==> src/rtl/mac_pe_ws.sv <==
// Weight-stationary systolic PE: holds one weight, multiplies the west activation,
// adds the north partial sum and registers the result south.
module mac_pe_ws #(
    parameter int abw     = 2,
    parameter int wbw     = 4,
    parameter int psum_bw = 10
) (
    input  logic               clk,
    input  logic               reset,
    input  logic [abw-1:0]     act_in,
    input  logic [wbw-1:0]     wt_in,
    input  logic [2:0]         inst_w,
    input  logic               act_signed,
    input  logic               sat_en,
    input  logic [psum_bw-1:0] in_n,
    output logic [abw-1:0]     act_out,
    output logic [wbw-1:0]     wt_out,
    output logic [2:0]         inst_e,
    output logic [psum_bw-1:0] out_s,
    output logic               valid_s,
    output logic               loaded,
    output logic               ovf
);
    localparam int PW = abw + wbw + 1;
    localparam int SW = psum_bw + 1;

    typedef enum logic {EMPTY, LOADED} state_t;

    state_t                    state_q;
    logic signed [wbw-1:0]     w_q;
    logic [abw-1:0]            act_out_q;
    logic [wbw-1:0]            wt_out_q;
    logic [2:0]                inst_e_q;
    logic [psum_bw-1:0]        out_s_q, out_s_d;
    logic                      valid_s_q;
    logic                      ovf_q;

    logic                      ld, ex, fl, fwd_load, ovf_d;
    logic signed [abw:0]       act_x;
    logic signed [PW-1:0]      prod;
    logic signed [SW-1:0]      sum;

    assign ld = inst_w[0];
    assign ex = inst_w[1];
    assign fl = inst_w[2];
    // A load only travels east once this PE already owns its weight; flush suppresses it.
    assign fwd_load = ld && !fl && (state_q == LOADED);

    always_comb begin
        act_x = act_signed ? {act_in[abw-1], act_in} : {1'b0, act_in};
        prod  = (state_q == LOADED) ? PW'(act_x) * PW'(w_q) : '0;
        sum   = SW'($signed(in_n)) + SW'(prod);
        // The sum always fits in SW bits, so overflow shows up as the top two bits disagreeing.
        ovf_d = sum[SW-1] ^ sum[SW-2];
        out_s_d = sum[psum_bw-1:0];
        if (ovf_d && sat_en)
            out_s_d = sum[SW-1] ? {1'b1, {(psum_bw-1){1'b0}}} : {1'b0, {(psum_bw-1){1'b1}}};
    end

    always_ff @(posedge clk) begin
        if (reset) begin
            state_q   <= EMPTY;
            w_q       <= '0;
            act_out_q <= '0;
            wt_out_q  <= '0;
            inst_e_q  <= '0;
            out_s_q   <= '0;
            valid_s_q <= 1'b0;
            ovf_q     <= 1'b0;
        end else begin
            act_out_q <= act_in;
            inst_e_q  <= {fl, ex, fwd_load};
            if (fwd_load) wt_out_q <= wt_in;
            valid_s_q <= ex;
            if (ex) out_s_q <= out_s_d;
            if (fl) begin
                state_q <= EMPTY;
                ovf_q   <= 1'b0;
            end else begin
                if (ld && state_q == EMPTY) begin
                    state_q <= LOADED;
                    w_q     <= $signed(wt_in);
                end
                if (ex && ovf_d) ovf_q <= 1'b1;
            end
        end
    end

    assign act_out = act_out_q;
    assign wt_out  = wt_out_q;
    assign inst_e  = inst_e_q;
    assign out_s   = out_s_q;
    assign valid_s = valid_s_q;
    assign loaded  = (state_q == LOADED);
    assign ovf     = ovf_q;
endmodule

==> config.mk <==
export PLATFORM = sky130hd
export DESIGN_NAME = mac_pe_ws
export DESIGN_NICKNAME = d
export VERILOG_FILES = /design/src/rtl/mac_pe_ws.sv
export SDC_FILE = /design/constraint.sdc
export NUM_CORES = 1
export LEC_CHECK = 0
export BUFFER_PORTS_ARGS = -buffer_cell sky130_fd_sc_hd__clkbuf_2
export CAP_MARGIN = 20
export CORE_MARGIN = 2
export CORE_UTILIZATION = 40
export DETAILED_ROUTE_END_ITERATION = 16
export SLEW_MARGIN = 10
export SYNTH_ARGS = -nofsm -noshare
export SYNTH_HDL_FRONTEND = slang
export SYNTH_SLANG_ARGS = --single-unit
export TNS_END_PERCENT = 10
==> constraint.sdc <==
create_clock -name clk -period 6.2 [get_ports clk]
set_input_delay 0 -clock clk [delete_from_list [all_inputs] [get_ports clk]]
set_output_delay 0 -clock clk [all_outputs]
set_load 0.01 [all_outputs]
Word level (Yosys, flattened, before mapping)

Index checks and enable logic that the tools add are counted.

Register bits after elaboration: 26
Bits of input ports: 23
Output and inout bits: 22
Word-level logic and storage cells: 25

Add/sub/neg operators: 1
Multipliers: 1
Multiplexer cells: 4
Bitwise gates (word level): 3
Reduce and logical (&&, ||, !) cells: 8

Operators with widths:

| operator          | number |
|---|---|
| $mux 10           | 2 |
| $add 10x7->11     | 1 |
| $mul 3x4->7       | 1 |
| $mux 7            | 1 |
| $logic_and 1x1->1 | 5 |
| $mux 3            | 1 |
| $not 1->1         | 2 |
| $reduce_and 2->1  | 1 |
| $reduce_or 2->1   | 1 |
| $logic_not 1->1   | 1 |
| $xor 1x1->1       | 1 |

Longest topological paths before layout

Gate-level depths: netlist (run 1).

Depth after elaboration: 7
Mapped depth: 18
Mapped depth without buffers: 18

Least setup slack after synthesis (run 1)

Ideal clock, no wire load.

Path type: register to register
Start point: register w_q[0]
End point: register out_s_q[8] (netlist: out_s[8])
Library setup time: 0.143 ns
Arrival: 4.115 ns
Data required time: 6.057 ns
Slack: 1.942 ns
Stages on the path, launching flop included: 16
Buffers on the path: 0
Clock period less this slack: 4.258 ns
Cell sequence: dfxtp_1 > or2_2 > fa_1 > fa_1 > inv_1 > ha_1 > fa_1 > and2_1 > ha_1 > a21o_1 > a21oi_1 > a21boi_1 > o311ai_1 > a31oi_4 > nor3_4 > a2111oi_4

Cells in the longest elaborated chain, start to end: 6
Elaborated cells on any way between the ends: 7
Those cells by class: add/sub (1); mul (1); mux (3); bitwise (1); reduce/logical (1)

Ends and longest elaborated chain:

| item                   | line | RTL |
|---|---|---|
| from (decl)            | 30   | `logic signed [wbw-1:0] w_q;` |
| from (signal assigned) | 82   | `w_q <= $signed(wt_in);` |
| $mul 3x4->7 (*)        | 51   | `prod = (state_q == LOADED) ? PW'(act_x) * PW'(w_q) : '0;` |
| $mux 7 (*)             | 51   |  |
| $add 10x7->11 (*)      | 52   | `sum = SW'($signed(in_n)) + SW'(prod);` |
| $xor 1x1->1            | 54   | `ovf_d = sum[SW-1] ^ sum[SW-2];` |
| $logic_and 1x1->1      | 56   | `if (ovf_d && sat_en)` |
| $mux 10 (*)            | 56   |  |
| to (signal assigned)   | 75   | `if (ex) out_s_q <= out_s_d;` |
| to (decl)              | 34   | `logic [psum_bw-1:0] out_s_q, out_s_d;` |

Mark *: on every way between the ends. The rest lies on a longest branch, timed or not.
A chain may end at the register's enable or synchronous reset.

Worst setup path in the final report (run 1)

Ends and elaborated chain as after synthesis.

==> metrics.yaml, run 1 <==
outcome: "finished clean"
setup_ws_ps: 1670
ant_nets: 0
vias: 1458
cts_hold_repair.buffers: 4
syn_area_per_cell_um2: 9.33
grt_pass1_wl_um: 6190
synth-seq-area-share_pct: 27.8
path_clk_slew_ps: 80
ys_async_sr_fraction_pct: 0
port-buffer-count: 44
die_area_um2: 5050
drt-met1-wl_um: 1630
fin_util_pct: 49.3
ys_warn_count: 0
cts-root-buf: "clkbuf_8"
wl_per_cell_um: 12.2
syn2layout_area_growth_pct: 19.1
yosys.cell_types.count: 41
synthFlopType: "dfxtp_1"
drv_cap: 0
p_leak_nw: 1.08
die_w_um: 71.1
dp.final_hpwl_um: 2980
hp-start: "wt_in[3]"
r2r_setup_slack_ps: 1670
synth_xor_area_share_pct: 5.84
critPathCaptureType: "register"
cp_data_arrival_time_ps: 4660
slew_viol_final: 0
drcViolationCount: 0
cp_slowest_cell: "fa_1"
fin_area_um2: 2140
hold_path_end: "wt_out[3]"
first_pass_iters: 4
clock_latency_ps: 260
cts-htree-levels: 1
setup_tns_ps: 0
drive_above_1_share_pct: 24.3
wl_met3_um: 146
synth.mux.area_fraction_pct: 4.45
crit_chain: "or2_2 > fa_1 > fa_1 > inv_1 > ha_1 > fa_1 > and2_1 > ha_1 > a21o_1 > a21oi_1 > a21boi_1 > o311ai_1 > a31oi_4 > nor3_4 > a2111oi_4"
final_hold_viol_count: 0
crit_top_cell: "fa_1"
worst_pin_slew_ps: 732
synthCells: 193
relSlewSlack_pct: 51.1
cts_tree: "done"
r2r_end: "out_s[8]"
power_density_nw_per_um2: 170
io_pins: 45
grt_max_degree: 23
synthSimpleGateAreaFrac_pct: 19.7
clock-sinks: 25
wl_um: 3550
synth_compound_area_share_pct: 19.5
synth_fa_ha_area_share_pct: 19.2
ys_ff_latch: 25
period_share_pct: 73.0
pre_cts_ws_ps: 1660
syn_area_um2: 1800
cts_resized: 0
worst_hold_path_type: "input port to register"
finalCriticalPeriod_ps: 4530
synth_fp_nets: 240
path_class: "register to register"
drt_iter0_drc: 71
reg2reg_from: "w_q[0]"
finalNetCount: 287
rows: 24
gp_congestion: 0.814
start_kind: "register"
dr.max_layer_used: "met3"
max_freq_ghz: 0.221
grt-ovfl-total: 0
synth-edff-count: 0
worstPathRequired_ps: 6330
hold_depth: 3
dpl_cell_area_um2: 2060
synth_top_family_by_area: "simple AND/OR/NAND/NOR gates"
antenna_cells: 0
wl_met2_um: 1770
cts_buffers: 3
rsz0062_at_grt: "false"
via_per_inst: 5.01
fin_worst_skew_ps: 1.49
crit_fanout: 5
post_cts_buffers: 0
initial_core_util_pct: 41.4
irDropWorstVdd_mv: 0.130
antenna_found_initial: 0
gr-usage-all-layers_pct: 15.0
setup_viol: 0
cts_buffer_depth: 2
reg2regPathDepth: 15
core-area_um2: 4350
crit_path_max_incr_delay_ps: 510
grt_pass1_vias: 1370
dieHeight_um: 71.1
p_total_uw: 364
[registers in the layout, summed over array words and instances, names as in the netlist]
| name | cells |
|---|---|
| act_out | 2 |
| inst_e | 3 |
| loaded | 1 |
| out_s | 10 |
| ovf | 1 |
| w_q | 4 |
| wt_out | 4 |
[routing by layer]
metal	vias to the layer above	track usage [%]
met5	-	0
met4	0	1.68
met3	0	3.70
met2	32	25.8
met1	656	19.8
li1	770	-
[cells in the final DEF, fill, tap and decap left out, types with 2 or more instances in the layout]
master	netlist	routed
a2111oi_4	3	3
a211oi_1	3	3
a21o_1	3	3
a21oi_1	9	9
and2_1	8	8
and3_1	2	2
clkbuf_2	0	44
clkbuf_8	0	3
dfxtp_1	25	25
dlygate4sd3_1	0	4
fa_1	6	6
ha_1	18	18
inv_1	10	10
mux2i_1	8	8
nand2_1	13	13
nand2b_1	3	3
nand3_1	2	2
nand3b_1	2	2
nor2_1	23	23
nor2b_1	6	6
nor3_1	4	4
o211ai_1	3	3
o21ai_0	6	6
o31ai_1	3	3
xnor2_1	6	6
xor2_1	6	6
[metrics by stage]
| stage | instances | hold slack (ps) |
|---|---|---|
| after CTS | 291 | 0.529 |
| after global routing | 291 | 8.42 |
| after global placement | 283 | 233 |
| final | 291 | 7.94 |
| after detailed placement | 283 | 236 |
| after floorplan | 193 | 75.3 |
[kinds of logic after synthesis]
kind of cell	count (synthesis)
buffers and inverters	16
flip-flops	25
multiplexers	8
XOR/XNOR	12
adder cells (fa/ha/maj)	24
AND/OR/NAND/NOR	69
AO/OA/AOI/OAI	39
[cells in the mapped netlist, types with 2 or more instances]
| cell | instances | area share (%) |
|---|---|---|
| a2111oi_4 | 3 | 4.6 |
| nand2_1 | 13 | 2.7 |
| and2_1 | 8 | 2.8 |
| a21o_1 | 3 | 1.3 |
| a21oi_1 | 9 | 2.5 |
| nor2_1 | 23 | 4.8 |
| inv_1 | 10 | 2.1 |
| o21ai_0 | 6 | 1.7 |
| a211oi_1 | 3 | 1.3 |
| nor3_1 | 4 | 1.1 |
| dfxtp_1 | 25 | 28 |
| nor2b_1 | 6 | 2.1 |
| fa_1 | 6 | 6.7 |
| o31ai_1 | 3 | 1.3 |
| mux2i_1 | 8 | 4.4 |
| clkbuf_1 | 4 | 0.83 |
| nand2b_1 | 3 | 1.0 |
| and3_1 | 2 | 0.69 |
| ha_1 | 18 | 13 |
| nand3b_1 | 2 | 0.83 |
| nand3_1 | 2 | 0.56 |
| o211ai_1 | 3 | 1.3 |
| xnor2_1 | 6 | 2.9 |
| xor2_1 | 6 | 2.9 |
[critical path, delay by kind of cell (launching register included)]
| family | cells | cell delay [ps] |
|---|---|---|
| compound gates | 6 | 1320 |
| fa+ha+maj | 5 | 1810 |
| buf+inv | 1 | 70 |
| flops | 1 | 330 |
| simple gates | 3 | 870 |
[layout make-up]
| type | count | area (um2) |
|---|---|---|
| fillers | 428 | 2210 |
| multi-input cells | 152 | 1240 |
| flip-flops and latches | 25 | 500 |
| repair buffers | 48 | 260 |
| well taps | 52 | 65.1 |
| clock buffers | 4 | 45.0 |
| inverters | 10 | 37.5 |
[worst max path at each step]
stage                           to  cells after the start  startpoint  slack [ps]
after floorplan           out_s[8]                     15      w_q[0]        1940
after global placement    out_s[7]                     15      w_q[0]        1770
after detailed placement  out_s[8]                     15      w_q[0]        1660
after CTS                 out_s[8]                     15      w_q[0]        1640
after global routing      out_s[8]                     15      w_q[0]        1380
final                     out_s[8]                     15      w_q[0]        1670
[power by group]
group / internal [mW] / leakage, nW / switching [mW]
clock: 0.0458 / 0.0228 / 0.0466
combinational: 0.0425 / 0.853 / 0.0524
sequential: 0.170 / 0.206 / 0.00607
Note: power is estimated with default switching activity, not from simulation.
==> run 2, diff against run 1 <==
Settings changed: PLACE_DENSITY set to 0.65.
Clock period 6.2 ns to 3.8 ns, I/O delays scaled along.
==> run 2 against run 1 <==
Net effect:
- the flow now finishes with violations (setup timing)
- clock power is 67% higher
- worst setup slack worse by 2000 ps
- core utilization is 11 points higher
- register-to-register slack worse by 2000 ps
- final cell count is 14% higher
- hold slack better by 5.5 ps
- non-clock buffer count is 40 higher
- critical endpoint is now out_s[7]
==> metrics.yaml, run 2 (synthesized netlist as in run 1, its figures left out) <==
grt_pass1_vias: 1623  # +18%
die_w_um: 71.1  # unchanged
power_density_nw_per_um2: 249  # +47%
setup_tns_ps: -2280  # -2280 ps
drt-met1-wl_um: 1720  # +5.8%
layout_common_cells: "clkbuf_2 (44), buf_4 (37), dfxtp_1 (23)"
dieHeight_um: 71.1  # unchanged
drt_iter0_drc: 47  # -34%
worstSetupEndpoint: "out_s[7]"
gp_congestion: 0.794  # -2.5%
start_kind: "register"
via_per_inst: 5.04  # +0.64%
slew_viol_final: 0  # unchanged
dr.max_layer_used: "met4"
finalNetCount: 327  # +14%
setup_ws_ps: -283  # -1950 ps
layout_commonest_cell: "clkbuf_2"
largest_register_ffs: 10  # unchanged
outcome: "finished, violations left"
cts-htree-levels: 1  # unchanged
port-buffer-count: 44  # unchanged
p_total_uw: 647  # +78%
initial_core_util_pct: 41.4  # unchanged
core-area_um2: 4350  # unchanged
reg2reg_from: "w_q[0]"
final_hold_viol_count: 0  # unchanged
reg2regPathDepth: 15  # unchanged
path_clk_slew_ps: 80  # about the same
first_pass_iters: 4  # unchanged
path_class: "register to register"
drv_cap: 0  # unchanged
cts_buffers: 3  # unchanged
fin_worst_skew_ps: 1.35  # -0.141 ps
relSlewSlack_pct: 48.3  # -2.8 points
cp_slowest_cell: "fa_1"
wl_met2_um: 2250  # +27%
grt_max_degree: 23  # unchanged
worstPathRequired_ps: 3970  # -2360 ps
crit_path_max_incr_delay_ps: 470  # -40 ps
p_leak_nw: 1.30  # +20%
critPathCaptureType: "register"
startpoint: "w_q[0]"
dp.final_hpwl_um: 3250  # +8.9%
cts-root-buf: "clkbuf_8"
drive_above_1_share_pct: 42.3  # +18 points
wl_per_cell_um: 12.7  # +4.0%
rows: 24  # unchanged
drcViolationCount: 0  # unchanged
crit_chain: "or2_4 > fa_1 > fa_2 > inv_2 > ha_4 > fa_1 > and2_4 > ha_4 > a21o_1 > a31o_1 > o211a_4 > o221a_4 > buf_6 > a31o_4 > a2111oi_4"
cts_tree: "done"
wl_um: 4200  # +18%
wl_met3_um: 151  # +3.4%
gr-usage-all-layers_pct: 16.7  # +1.7 points
die_area_um2: 5050  # unchanged
clock_latency_ps: 260  # about the same
grt_pass1_wl_um: 6900  # +11%
irDropWorstVdd_mv: 0.184  # +41%
rsz0062_at_grt: "true"
antenna_found_initial: 0  # unchanged
crit_fanout: 5  # unchanged
setup_viol: 11  # +11
finalCriticalPeriod_ps: 4080  # -445 ps
r2r_setup_slack_ps: -280  # -1950 ps
r2r_end: "out_s[7]"
clock-sinks: 25  # unchanged
io_pins: 45  # unchanged
worst_hold_path_type: "input port to register"
period_share_pct: 107  # +34 points
cts_buffer_depth: 2  # unchanged
worst_pin_slew_ps: 774  # +41.9 ps
vias: 1669  # +14%
syn2layout_area_growth_pct: 44.6
cp_data_arrival_time_ps: 4250  # -410 ps
violations: "setup timing"
grt-ovfl-total: 0  # unchanged
antenna_cells: 0  # unchanged
max_freq_ghz: 0.245  # +11%
ant_nets: 0  # unchanged
==> run 2: cell types whose count changed in the layout (fill, tap and decap cells not counted), moves of 3 or more <==
cell	previous run	this run
and2_1	8	5
ha_1	18	15
buf_4	0	37
a21oi_2	0	4
ha_4	0	3
a21oi_1	9	5
==> run 2: what timing repair did <==
item                       4_1_cts  5_1_grt
hold endpoints to repair         8        0
setup endpoints to repair       11       11
pin swaps                        5       13
hold buffers                     5        0
buffers inserted                 2        5
gates resized for setup          8       13
==> run 2: metrics by stage <==
stage                     hold slack (ps)  setup WS (ps)  area, um2  utilization (%)  std cells
after floorplan                      79.3           -159       1850                -        193
after global placement                232           -393       2360             54.2        317
after detailed placement              237           -365       2360             54.2        317
after CTS                            16.3           -319       2530             58.0        328
after global routing                 31.9           -414       2600             59.8        331
final                                13.4           -283       2600             59.8        331
==> run 2: worst min path at each step <==
stage	from	end	slack (ps)	cells past startpoint
after floorplan	inst_w[2]	loaded	80	1
after global placement	inst_w[2]	loaded	230	2
after detailed placement	inst_w[2]	loaded	240	2
after CTS	wt_in[3]	wt_out[3]	20	3
after global routing	wt_in[3]	wt_out[3]	30	3
final	wt_in[3]	wt_out[3]	10	3
==> run 2: power breakdown <==
group          switching (mW)  internal (mW)  leakage, nW
Clock                  0.0792         0.0749       0.0228
Combinational           0.102          0.104         1.07
Sequential            0.00896          0.278        0.207
Total                   0.190          0.457         1.30
==> run 2: routing by layer <==
metal  vias to the layer above  track usage, %
li1                        852               -
met1                       769            19.0
met2                        39            31.7
met3                         9            3.42
met4                         0            3.98
met5                         -               0
==> run 2: worst max-delay path: cells and delay by family, from the launching register on <==
| family | cells | cell delay, ps |
|---|---|---|
| flops | 1 | 330 |
| buf+inv | 2 | 190 |
| fa+ha+maj | 5 | 1610 |
| simple gates | 2 | 390 |
| compound gates | 6 | 1490 |
==> run 2: area by class of cell <==
cell class                 count  area [um2]
clock buffer                   4        45.0
sequential                    25         503
fill                         394        1750
multi-input combinational    152        1380
inverter                      10        37.5
timing repair buffer          88         571
tap                           52        65.1
==> run 3, diff against run 2 <==
Settings changed: HOLD_SLACK_MARGIN set to 0.02.
==> run 3 against run 2 <==
Net effect:
- the run still ends with setup timing left
- sequential power hardly changed
- clock skew about the same
- clock power barely moved
- largest cell class unchanged
- hold slack improved by 57 ps
- clock-buffer cell count unchanged
- via count increased by 0.12%
- routed wire length about the same
- global-route usage did not move
- sequential share of layout area down 0.074 points
==> metrics.yaml, run 3 (synthesized netlist as in run 1, its figures left out) <==
outcome: "finished, violations left"
violations: "setup timing"
irDropWorstVdd_mv: 0.183  # about the same
drv_cap: 0  # unchanged
max_freq_ghz: 0.245  # about the same
busiest_layer: "met2"
met2_usage_pct: 31.7  # unchanged
setup_ws_ps: -284  # -0.237 ps
io_pins: 45  # unchanged
worst_pin_slew_ps: 774  # unchanged
via_per_inst: 5.03  # -0.18%
gr-usage-all-layers_pct: 16.7  # unchanged
num-fill-cells: 393  # -0.25%
crit_chain: "or2_4 > fa_1 > fa_2 > inv_2 > ha_4 > fa_1 > and2_4 > ha_4 > a21o_1 > a31o_1 > o211a_4 > o221a_4 > buf_6 > a31o_4 > a2111oi_4"
instances_no_fill: 332  # +0.30%
dp.final_hpwl_um: 3250  # unchanged
worst-path-stages: 15  # unchanged
layout_commonest_cell: "clkbuf_2"
fin_worst_skew_ps: 1.35  # -0.000340 ps
ant_nets: 0  # unchanged
p_leak_nw: 1.30  # +0.32%
grt_pass1_vias: 1623  # unchanged
grt-ovfl-total: 0  # unchanged
worstPathRequired_ps: 3970  # about the same
wl_um: 4200  # about the same
path_clk_slew_ps: 80  # about the same
wl_per_cell_um: 12.7  # -0.25%
grt_pass1_wl_um: 6900  # unchanged
largest_register_ffs: 10  # unchanged
layout_common_cells: "clkbuf_2 (44), buf_4 (37), dfxtp_1 (23)"
hold_path_end: "act_out[0]"
syn2layout_area_growth_pct: 45.2
final_hold_viol_count: 0  # unchanged
grt_use_met1_pct: 19.0  # unchanged
crit_path_max_incr_delay_ps: 470  # about the same
cts_tree: "done"
rsz0062_at_grt: "true"
cts_buffers: 3  # unchanged
finalNetCount: 328  # +0.31%
power_density_nw_per_um2: 248  # -0.28%
drt_iter0_drc: 41  # -13%
p_total_uw: 648  # +0.11%
vias: 1671  # +0.12%
hp-start: "act_in[0]"
period_share_pct: 107  # about the same
clock_latency_ps: 260  # about the same
setup_viol: 11  # unchanged
clock-sinks: 25  # unchanged
die_area_um2: 5050  # unchanged
cts-root-buf: "clkbuf_8"
dpl_cell_area_um2: 2360  # unchanged
hold_depth: 3  # unchanged
fin_util_pct: 60.0  # +0.23 points
worst_hold_path_type: "input port to register"
finalCriticalPeriod_ps: 4080  # +0.237 ps
start_kind: "register"
slew_viol_final: 0  # unchanged
critPathCaptureType: "register"
cp_slowest_cell: "fa_1"
crit_fanout: 5  # unchanged
drive_above_1_share_pct: 42.1  # -0.15 points
r2r_end: "out_s[7]"
first_pass_iters: 4  # unchanged
fin_area_um2: 2610  # +0.38%
port-buffer-count: 44  # unchanged
cts_buffer_depth: 2  # unchanged
use_met3_pct: 3.42  # unchanged
core-area_um2: 4350  # unchanged
dp.cells: 317  # unchanged
dieHeight_um: 71.1  # unchanged
gp_congestion: 0.794  # unchanged
r2r_setup_slack_ps: -280  # about the same
cp_top_family: "adder cells"
reg2reg_from: "w_q[0]"
initial_core_util_pct: 41.4  # unchanged
reg2regPathDepth: 15  # unchanged
antenna_found_initial: 0  # unchanged
die_w_um: 71.1  # unchanged
path_class: "register to register"
antenna_cells: 0  # unchanged
drcViolationCount: 0  # unchanged
grt_max_degree: 23  # unchanged
rows: 24  # unchanged
cp_data_arrival_time_ps: 4250  # about the same
timing.critical_path.buf_inv: 2  # unchanged
relSlewSlack_pct: 48.3  # unchanged
cts-htree-levels: 1  # unchanged
-- run 3: tightest hold or removal path, delay by kind of cell --
kind	cells	cell delay (ps)
buffers and inverters	2	200
AND/OR/NAND/NOR	1	110
-- run 3: timing repair --
item,CTS,global route
buffers inserted,2,5
hold buffers,6,0
setup endpoints to repair,11,11
pin swaps,5,13
resized for setup,8,13
endpoints found under the hold margin,11,0
-- run 3: metal layers --
metal	vias up	part of all wire, %
li1	854	-
met1	771	41
met2	37	54
met3	9	3.5
met4	0	1.8
met5	-	0
-- run 3: final cells by class --
class                      count  area (um2)  share of cell area, %
multi-input combinational    152        1380                   52.9
timing repair buffer          89         581                   22.2
sequential                    25         503                   19.2
tap                           52        65.1                   2.49
clock buffer                   4        45.0                   1.72
inverter                      10        37.5                   1.44
-- run 3: metrics by stage --
step	setup slack [ps]	TNS, ps	hold WS, ps
floorplan	-159	-854	79.3
global placement	-393	-3450	232
detailed placement	-365	-3060	237
CTS	-319	-2600	71.0
global route	-414	-3970	102
finish	-284	-2280	70.9
-- run 3: power by group --
group | internal, mW | switching (mW)
clock | 0.0749 | 0.0791
sequential | 0.278 | 0.00896
combinational | 0.104 | 0.102
-- run 3: how the worst max path moves through the flow --
| stage | from | to | slack, ps |
|---|---|---|---|
| 6_report | w_q[0] | out_s[7] | -280 |
| 5_1_grt | w_q[3] | out_s[5] | -410 |
| 3_5_place_dp | w_q[3] | out_s[0] | -370 |
| 3_3_place_gp | w_q[0] | out_s[0] | -390 |
| 4_1_cts | w_q[3] | out_s[7] | -320 |
| 2_1_floorplan | w_q[0] | out_s[7] | -160 |
